File: src/rtl/alu_seq_pkg.sv
`default_nettype none
// ============================================================================
// Module : alu_seq_pkg
// Desc   : Shared ALU select codes, command encodings and sequencer states.
// Rev    : 1.0 - initial release
// ============================================================================
package alu_seq_pkg;

    localparam logic [3:0] c_sel_nop = 4'b0000;
    localparam logic [3:0] c_sel_add = 4'b0001;
    localparam logic [3:0] c_sel_sub = 4'b0010;
    localparam logic [3:0] c_sel_nor = 4'b0011;
    localparam logic [3:0] c_sel_eq  = 4'b0110;
    localparam logic [3:0] c_sel_lt  = 4'b1000;
    localparam logic [3:0] c_sel_shl = 4'b1011;
    localparam logic [3:0] c_sel_shr = 4'b1100;

    localparam logic [1:0] c_op_add = 2'b00;
    localparam logic [1:0] c_op_sub = 2'b01;
    localparam logic [1:0] c_op_mul = 2'b10;
    localparam logic [1:0] c_op_div = 2'b11;

    typedef enum logic [2:0] {
        S_IDLE    = 3'd0,
        S_EXEC    = 3'd1,
        S_MUL     = 3'd2,
        S_DIV_CMP = 3'd3,
        S_DIV_SUB = 3'd4,
        S_DIV0    = 3'd5,
        S_DONE    = 3'd6
    } state_e;

endpackage
`default_nettype wire

File: src/rtl/alu_seq_ctrl.sv
`default_nettype none
// ============================================================================
// Module : alu_seq_ctrl
// Desc   : Multi-cycle ADD/SUB/MUL/DIV sequencer driving a shared 8-bit ALU.
//          Optional macro ALU_SEQ_PERF_CNT_EN adds the alu_busy_cnt output.
// Rev    : 1.0 - initial release
// ============================================================================
module alu_seq_ctrl
    import alu_seq_pkg::*;
#(
    parameter int W = 8
) (
    input  logic         clk,
    input  logic         rst,
    input  logic         start,
    input  logic [1:0]   op,
    input  logic [W-1:0] a_in,
    input  logic [W-1:0] b_in,
    output logic         busy,
    output logic         done,
    output logic [W-1:0] result_hi,
    output logic [W-1:0] result_lo,
    output logic         div0,
    output logic [W-1:0] alu_a,
    output logic [W-1:0] alu_b,
    output logic [3:0]   alu_sel,
    input  logic [W-1:0] alu_out
`ifdef ALU_SEQ_PERF_CNT_EN
    ,
    output logic [15:0]  alu_busy_cnt
`endif
);

    state_e       state_q, state_d;
    logic [3:0]   cnt_q, cnt_d;
    logic [W-1:0] a_q, a_d;
    logic [W-1:0] b_q, b_d;
    logic [1:0]   op_q, op_d;
    // hi/lo double as {product_hi, product_lo} for MUL and {rem, quo} for DIV
    logic [W-1:0] hi_q, hi_d;
    logic [W-1:0] lo_q, lo_d;
    logic         ge_q, ge_d;
    logic         div0_q, div0_d;

    logic [W-1:0] mul_s;
    logic         mul_c;
    logic [W-1:0] div_rsh;

    always_ff @(posedge clk) begin
        if (rst) begin
            state_q <= S_IDLE;
            cnt_q   <= 4'd0;
            a_q     <= '0;
            b_q     <= '0;
            op_q    <= 2'b00;
            hi_q    <= '0;
            lo_q    <= '0;
            ge_q    <= 1'b0;
            div0_q  <= 1'b0;
        end else begin
            state_q <= state_d;
            cnt_q   <= cnt_d;
            a_q     <= a_d;
            b_q     <= b_d;
            op_q    <= op_d;
            hi_q    <= hi_d;
            lo_q    <= lo_d;
            ge_q    <= ge_d;
            div0_q  <= div0_d;
        end
    end

    always_comb begin
        state_d = state_q;
        cnt_d   = cnt_q;
        a_d     = a_q;
        b_d     = b_q;
        op_d    = op_q;
        hi_d    = hi_q;
        lo_d    = lo_q;
        ge_d    = ge_q;
        div0_d  = div0_q;
        alu_a   = '0;
        alu_b   = '0;
        alu_sel = c_sel_nop;
        mul_s   = hi_q;
        mul_c   = 1'b0;
        div_rsh = {hi_q[W-2:0], lo_q[W-1]};

        case (state_q)
            S_IDLE: begin
                if (start) begin
                    a_d    = a_in;
                    b_d    = b_in;
                    op_d   = op;
                    div0_d = 1'b0;
                    cnt_d  = 4'd0;
                    case (op)
                        c_op_mul: begin
                            hi_d    = '0;
                            lo_d    = b_in;
                            state_d = S_MUL;
                        end
                        c_op_div: begin
                            if (b_in == '0) begin
                                state_d = S_DIV0;
                            end else begin
                                hi_d    = '0;
                                lo_d    = a_in;
                                state_d = S_DIV_CMP;
                            end
                        end
                        default: state_d = S_EXEC;
                    endcase
                end
            end

            S_EXEC: begin
                alu_a   = a_q;
                alu_b   = b_q;
                alu_sel = (op_q == c_op_add) ? c_sel_add : c_sel_sub;
                lo_d    = alu_out;
                hi_d    = {{(W-1){1'b0}},
                           (op_q == c_op_add) ? (alu_out < a_q) : (a_q < b_q)};
                state_d = S_DONE;
            end

            S_MUL: begin
                if (lo_q[0]) begin
                    alu_sel = c_sel_add;
                    alu_a   = hi_q;
                    alu_b   = a_q;
                    mul_s   = alu_out;
                    mul_c   = (alu_out < hi_q);
                end
                hi_d = {mul_c, mul_s[W-1:1]};
                lo_d = {mul_s[0], lo_q[W-1:1]};
                if (cnt_q == 4'd7) begin
                    state_d = S_DONE;
                end else begin
                    cnt_d = cnt_q + 4'd1;
                end
            end

            // Shifted remainder is committed here; the carried-out bit is folded into ge
            S_DIV_CMP: begin
                alu_sel = c_sel_lt;
                alu_a   = div_rsh;
                alu_b   = b_q;
                ge_d    = hi_q[W-1] | ~alu_out[0];
                hi_d    = div_rsh;
                lo_d    = {lo_q[W-2:0], 1'b0};
                state_d = S_DIV_SUB;
            end

            S_DIV_SUB: begin
                if (ge_q) begin
                    alu_sel = c_sel_sub;
                    alu_a   = hi_q;
                    alu_b   = b_q;
                    hi_d    = alu_out;
                    lo_d    = {lo_q[W-1:1], 1'b1};
                end
                if (cnt_q == 4'd7) begin
                    state_d = S_DONE;
                end else begin
                    cnt_d   = cnt_q + 4'd1;
                    state_d = S_DIV_CMP;
                end
            end

            S_DIV0: begin
                lo_d    = '1;
                hi_d    = a_q;
                div0_d  = 1'b1;
                state_d = S_DONE;
            end

            S_DONE: state_d = S_IDLE;

            default: state_d = S_IDLE;
        endcase
    end

    assign busy      = (state_q != S_IDLE) && (state_q != S_DONE);
    assign done      = (state_q == S_DONE);
    assign result_hi = hi_q;
    assign result_lo = lo_q;
    assign div0      = div0_q;

`ifdef ALU_SEQ_PERF_CNT_EN
    logic [15:0] perf_cnt_q;

    always_ff @(posedge clk) begin
        if (rst) begin
            perf_cnt_q <= 16'd0;
        end else if ((alu_sel != c_sel_nop) && (perf_cnt_q != 16'hFFFF)) begin
            perf_cnt_q <= perf_cnt_q + 16'd1;
        end
    end

    assign alu_busy_cnt = perf_cnt_q;
`endif

endmodule
`default_nettype wire
File: config.mk
export PLATFORM = sky130hd
export DESIGN_NAME = alu_seq_ctrl
export DESIGN_NICKNAME = d
export VERILOG_FILES = /design/src/rtl/alu_seq_pkg.sv /design/src/rtl/alu_seq_ctrl.sv
export SDC_FILE = /design/constraint.sdc
export NUM_CORES = 1
export LEC_CHECK = 0
export BUFFER_PORTS_ARGS = -buffer_cell sky130_fd_sc_hd__clkbuf_2
export CELL_PAD_IN_SITES_DETAIL_PLACEMENT = 2
export CELL_PAD_IN_SITES_GLOBAL_PLACEMENT = 2
export CORE_AREA = 5 5 111 113
export DETAILED_ROUTE_END_ITERATION = 8
export DIE_AREA = 0 0 116 118
export PLACE_DENSITY = 0.83
export SETUP_SLACK_MARGIN = 0.5
export SYNTH_ARGS = -nofsm -noshare
export SYNTH_HDL_FRONTEND = slang
export SYNTH_SLANG_ARGS = --single-unit
File: constraint.sdc
create_clock -name clk -period 2.2 [get_ports clk]
set_clock_uncertainty 0.05 [all_clocks]
set_input_delay 0.44 -clock clk [delete_from_list [all_inputs] [get_ports clk]]
set_output_delay 0.44 -clock clk [all_outputs]
set_load 0.05 [all_outputs]
Word-level counts from Yosys, hierarchy flattened
Cells that the tools add are included.
- add/subtract/negate cells: 1
- multiply operators: 0
- divide/modulo/power cells: 0
- $lt $le $gt $ge: 3
- equality and inequality tests: 16
- shift operators: 0
- mux-type cells: 34
- bitwise operators: 3
- reductions and logical operators: 18
- operators with widths (operator ; count):
    8-bit case mux with 6 select lines ; 2
    8-bit 2-to-1 mux ; 10
    8-bit case mux with 2 select lines ; 2
    8-bit case mux with 4 select lines ; 1
    8-bit < comparator ; 3
    8-bit case mux with 3 select lines ; 1
    4-bit case mux with 4 select lines ; 1
    3-bit case mux with 5 select lines ; 1
    3-bit 2-to-1 mux ; 4
    5-bit AND reduction ; 2
    3-bit equality test, second input constant ; 3
    8-bit zero test ; 1
    4-bit 2-to-1 mux ; 2
    2-bit != test, second input constant ; 4
    4-bit case mux with 2 select lines ; 1
    3-bit by 2-bit equality test with 1-bit output, second input constant ; 2
    3-bit != test, second input constant ; 2
    3-bit case mux with 2 select lines ; 1
    2-bit AND reduction ; 3
    6-bit nonzero test ; 1
    2-bit OR reduction ; 3
    1-bit 2-to-1 mux ; 5
    5-bit nonzero test ; 1
    4-bit by 1-bit adder with 4-bit output, second input constant ; 1
    14 further kinds ; 18
- bits in registers: 43
- latch bits: 0
- RAM bits: 0
- ROM bits: 0
- input port bits: 29
- output and inout bits: 39
- memories kept: 0

Logic depth before layout (Yosys ltp)
- depth in word-level cells: 5
- gate-level depth with buffers: 9
- depth with buffers taken out: 7

Least setup slack after synthesis
OpenSTA, ideal clock, no wires.
- path type: register to output
- start point: register state_q[2]
- end point: output busy
- arrival time: 2.823 ns
- slack: -1.113 ns
- cell stages (with the launch flop): 5
- path buffers: 2
- cells stage by stage: dfxtp_1 > clkbuf_1 > buf_1 > nor3b_1 > nor2_1
- word-level cells in the longest chain between the ends: 2
- ends and longest elaborated chain (element ; line ; RTL):
    start, declared ; alu_seq_ctrl.sv:34 ; state_e state_q, state_d;
    start signal, assigned ; alu_seq_ctrl.sv:61 ; state_q <= state_d;
    3-bit != test / 3-bit nonzero test (equally long branches) ; alu_seq_ctrl.sv:185 ; assign busy = (state_q != S_IDLE) && (state_q != S_DONE);
    1-bit logical AND (*) ; alu_seq_ctrl.sv:185 ;
    end, declared ; alu_seq_ctrl.sv:19 ; output logic busy,
Every way passes the cells marked *; elsewhere a longest branch is shown, timed or not.

Worst setup path in the final report
- start point: register state_q[1]
- end point: output alu_b[7]
- word-level cells in the longest chain between the ends: 3
- ends and longest elaborated chain (element ; line ; RTL):
    3-bit by 2-bit equality test with 1-bit output / 3-bit by 1-bit equality test with 1-bit output (equally long branches) ; alu_seq_ctrl.sv:90 ; case (state_q)
    2-bit OR reduction (no line) ; -- ;
    8-bit case mux with 3 select lines (*) ; alu_seq_ctrl.sv:90 ;
    end, declared ; alu_seq_ctrl.sv:25 ; output logic [W-1:0] alu_b,
Marked as above.

==> flow_metrics.env <==
export IMPL_outcome="complete, but fails checks"
export IMPL_failed_checks="setup timing"
export IMPL_critPathRequiredTime_ns=1.71
export IMPL_worstHoldPathCells=3
export IMPL_crit_path_end_kind="primary output"
export IMPL_grt_pass1_wl_um=27790
export IMPL_clkSlewWorstSetupHoldPaths_ns=0.07
export IMPL_synth_edff_count=0
export IMPL_rsz0062_at_grt="yes"
export IMPL_period_share_pct=101.6
export IMPL_die_w_um=116
export IMPL_synth_area_leader_cell="dfxtp_1"
export IMPL_cp_max_fo=6
export IMPL_htreeDepth=2
export IMPL_cts_made_buffers=5
export IMPL_finalSetupViolations=10
export IMPL_ys_seq_elements=43
export IMPL_firstDrtPassIters=5
export IMPL_core_um2=11220
export IMPL_clk_path_buf_depth=2
export IMPL_dieArea_um2=13690
export IMPL_syn_num_nets=479
export IMPL_dieHeight_um=118
export IMPL_cap_violations=0
export IMPL_cts_root_buffer="clkbuf_16"
export IMPL_hold_ws_ns=0.3459
export IMPL_synth_top_area_share_pct=26.46
export IMPL_synth_area_um2=3253
export IMPL_ff_latch_area_um2=875.8
export IMPL_synth_most_common_cell="nand2_1"
export IMPL_start_util_pct=28.99
export IMPL_reg2reg_from="state_q[2]$_SDFFE_PP0P_"
export IMPL_clock_fmax_mhz=447.4
export IMPL_setup_tns_ns=-0.2237
export IMPL_timing_hold_violations_final=0
export IMPL_drtIter0Drc=385
export IMPL_final_nets=582
export IMPL_io_buffers=66
export IMPL_min_period_ns=2.235
export IMPL_arrival_ns=1.75
export IMPL_critPathKind="flip-flop to primary output"
export IMPL_holdBufCountCts=0
export IMPL_antenna_found_initial=0
export IMPL_synth_distinct_cells=60
export IMPL_synth_area_leaders="dfxtp_1 (26%), ha_1 (9.2%), nand2_1 (7.8%), a21oi_1 (5.4%), inv_1 (4.0%)"
export IMPL_worstHoldStart="a_in[4]"
export IMPL_synthTopCellsByCount="nand2_1 (68), dfxtp_1 (43), a21oi_1 (35), inv_1 (35), nor2_1 (29)"
export IMPL_synthArstFlopShare_pct=0
export IMPL_place_congestion=0.8671
export IMPL_insertion_delay_ns=0.30
export IMPL_hp_class="primary input to flip-flop"
export IMPL_power_density_nw_per_um2=1429
export IMPL_syn_inst=426
export IMPL_ys_flop_type="dfxtp_1"
export IMPL_power_w=0.007107
export IMPL_vias=4192
export IMPL_fillers=1230
export IMPL_track_usage_pct=26.38
export IMPL_grt_max_degree=19
export IMPL_ant_nets=0
export IMPL_ios=68
export IMPL_syn_to_final_growth_pct=52.92
export IMPL_final_util_pct=44.33
export IMPL_slew_viol_final=0
export IMPL_dp_hpwl_um=11410
export IMPL_wl_per_cell_um=27.78
export IMPL_peakVddDrop_uv=451.8
export IMPL_worstRegToRegCells=8
export IMPL_drive_gt1_share_pct=39.62
export IMPL_cts_sinks=43
export IMPL_rows=39
export IMPL_ff2ff_setup_slack_ns=-0.02
export IMPL_fin_ws_ns=-0.03516
export IMPL_drcViolationCount=0
export IMPL_grt_overflow=0
export IMPL_wl_um=18700
export IMPL_first_global_vias=4608
export IMPL_worst_setup_path_start_kind="flip-flop"
export IMPL_viasPerCell=6.229
export IMPL_multi_input_area_um2=2505
export IMPL_cts_tree="done"
export IMPL_avgSynthCellArea_um2=7.636
export IMPL_reg2reg_to="result_lo[4]$_SDFFE_PP0P_"
export IMPL_slew_headroom_pct=59.97
export IMPL_min_to="a_q[4]$_SDFFE_PP0P_"
export IMPL_leakage_nw=2.044
export IMPL_yosysSeqAreaShare_pct=26.46
export IMPL_yosysWarnings=0
export IMPL_tightest_slew_ns=0.6005
export IMPL_diodes=0
-- how the worst max path moves through the flow --
stage	cells after the start	endpoint	slack [ns]	start
2_1_floorplan	7	alu_a[6]	0.17	state_q[1]$_SDFFE_PP0P_
3_3_place_gp	6	result_hi[7]$_SDFFE_PP0P_	-0.02	b_in[3]
3_5_place_dp	6	result_hi[7]$_SDFFE_PP0P_	-0.09	b_in[3]
4_1_cts	5	alu_a[6]	0.02	state_q[0]$_SDFFE_PP0P_
5_1_grt	8	cnt_q[3]$_SDFFE_PP0P_	-0.12	state_q[2]$_SDFFE_PP0P_
6_report	5	alu_b[7]	-0.04	state_q[1]$_SDFFE_PP0P_
-- where the power goes --
part,switching [W],internal [W]
Combinational,0.00299,0.00200
Clock,0.000365,0.000421
Sequential,0.000344,0.000980
-- cell families (layout without fill, tap and decap cells) --
family                     Yosys count  count (layout)  share of synthesized area, %
other                                1               1                        0.1153
adders and majority gates           24              24                         9.231
buffers and inverters               63             166                         8.153
muxes                               13              13                         4.115
xor gates and xnor gates             1               1                        0.2693
DFF                                 43              43                         26.46
AOI/OAI and AO/OA                  126             127                         28.46
and+or+nand+nor                    155             155                         23.19
-- worst max-delay path, cell delays in order, from the launching register on --
cell     delay (ns)
dfxtp_4        0.43
nor3b_2        0.27
and2_1         0.22
buf_4          0.21
a22o_4         0.17
buf_12         0.13
-- layer usage --
layer | part of all wire [%] | up-vias | GRT usage [%]
li1 | - | 1768 | -
met1 | 38 | 2110 | 30.70
met2 | 50 | 238 | 45.29
met3 | 6.3 | 76 | 5.296
met4 | 5.0 | 0 | 12.84
met5 | 0 | - | 0
-- flip-flops by register name (all words and copies together) (netlist names) --
| signal | cells |
|---|---|
| result_lo | 8 |
| state_q | 3 |
| cnt_q | 4 |
| b_q | 8 |
| div0 | 1 |
| a_q | 8 |
| ge_q | 1 |
| result_hi | 8 |
| op_q | 2 |
-- layout make-up --
| cell class | instances | area share [%] |
|---|---|---|
| Timing Repair Buffer | 123 | 22.84 |
| Clock inverter | 3 | 0.3773 |
| Clock buffer | 5 | 2.515 |
| Sequential cell | 43 | 17.61 |
| Tap cell | 143 | 3.597 |
| Inverter | 35 | 2.716 |
| Multi-Input combinational cell | 321 | 50.35 |
-- cell usage in the layout (no fill, tap or decap), types with 4 or more instances in the layout --
master	Yosys	final
nand2_1	68	65
clkbuf_2	0	44
buf_4	2	41
dfxtp_1	43	39
a21oi_1	35	28
inv_1	35	26
ha_1	24	22
nor2_1	29	21
buf_12	0	18
a222oi_1	13	13
nand3_1	15	13
o21ai_0	14	12
mux2i_1	10	10
buf_6	2	9
a22o_4	0	8
inv_2	0	8
a32o_1	7	7
clkbuf_16	0	7
a21oi_2	0	6
a22o_1	14	6
o211ai_1	5	5
or3_1	7	5
nor2_2	0	4
nor2_4	0	4
o221ai_1	5	4
a22oi_1	4	4
buf_8	0	4
dfxtp_4	0	4
-- stage by stage --
step	instances	instance area [µm²]	worst slack (ns)
4_1_cts	667	4813	0.01802
3_3_place_gp	640	4305	-0.01774
2_1_floorplan	426	3527	0.1745
5_1_grt	673	4975	-0.1213
3_5_place_dp	640	4305	-0.08723
6_report	673	4975	-0.03516
-- timing repair --
| action | CTS | global route |
|---|---|---|
| pin swaps | 11 | 11 |
| hold endpoints to repair | 0 | 0 |
| resized for setup | 53 | 26 |
| setup buffers | 19 | 4 |
| cloned | 0 | 2 |
| endpoints found under the setup margin | 63 | 63 |
Note: power is estimated with default switching activity, not from simulation.
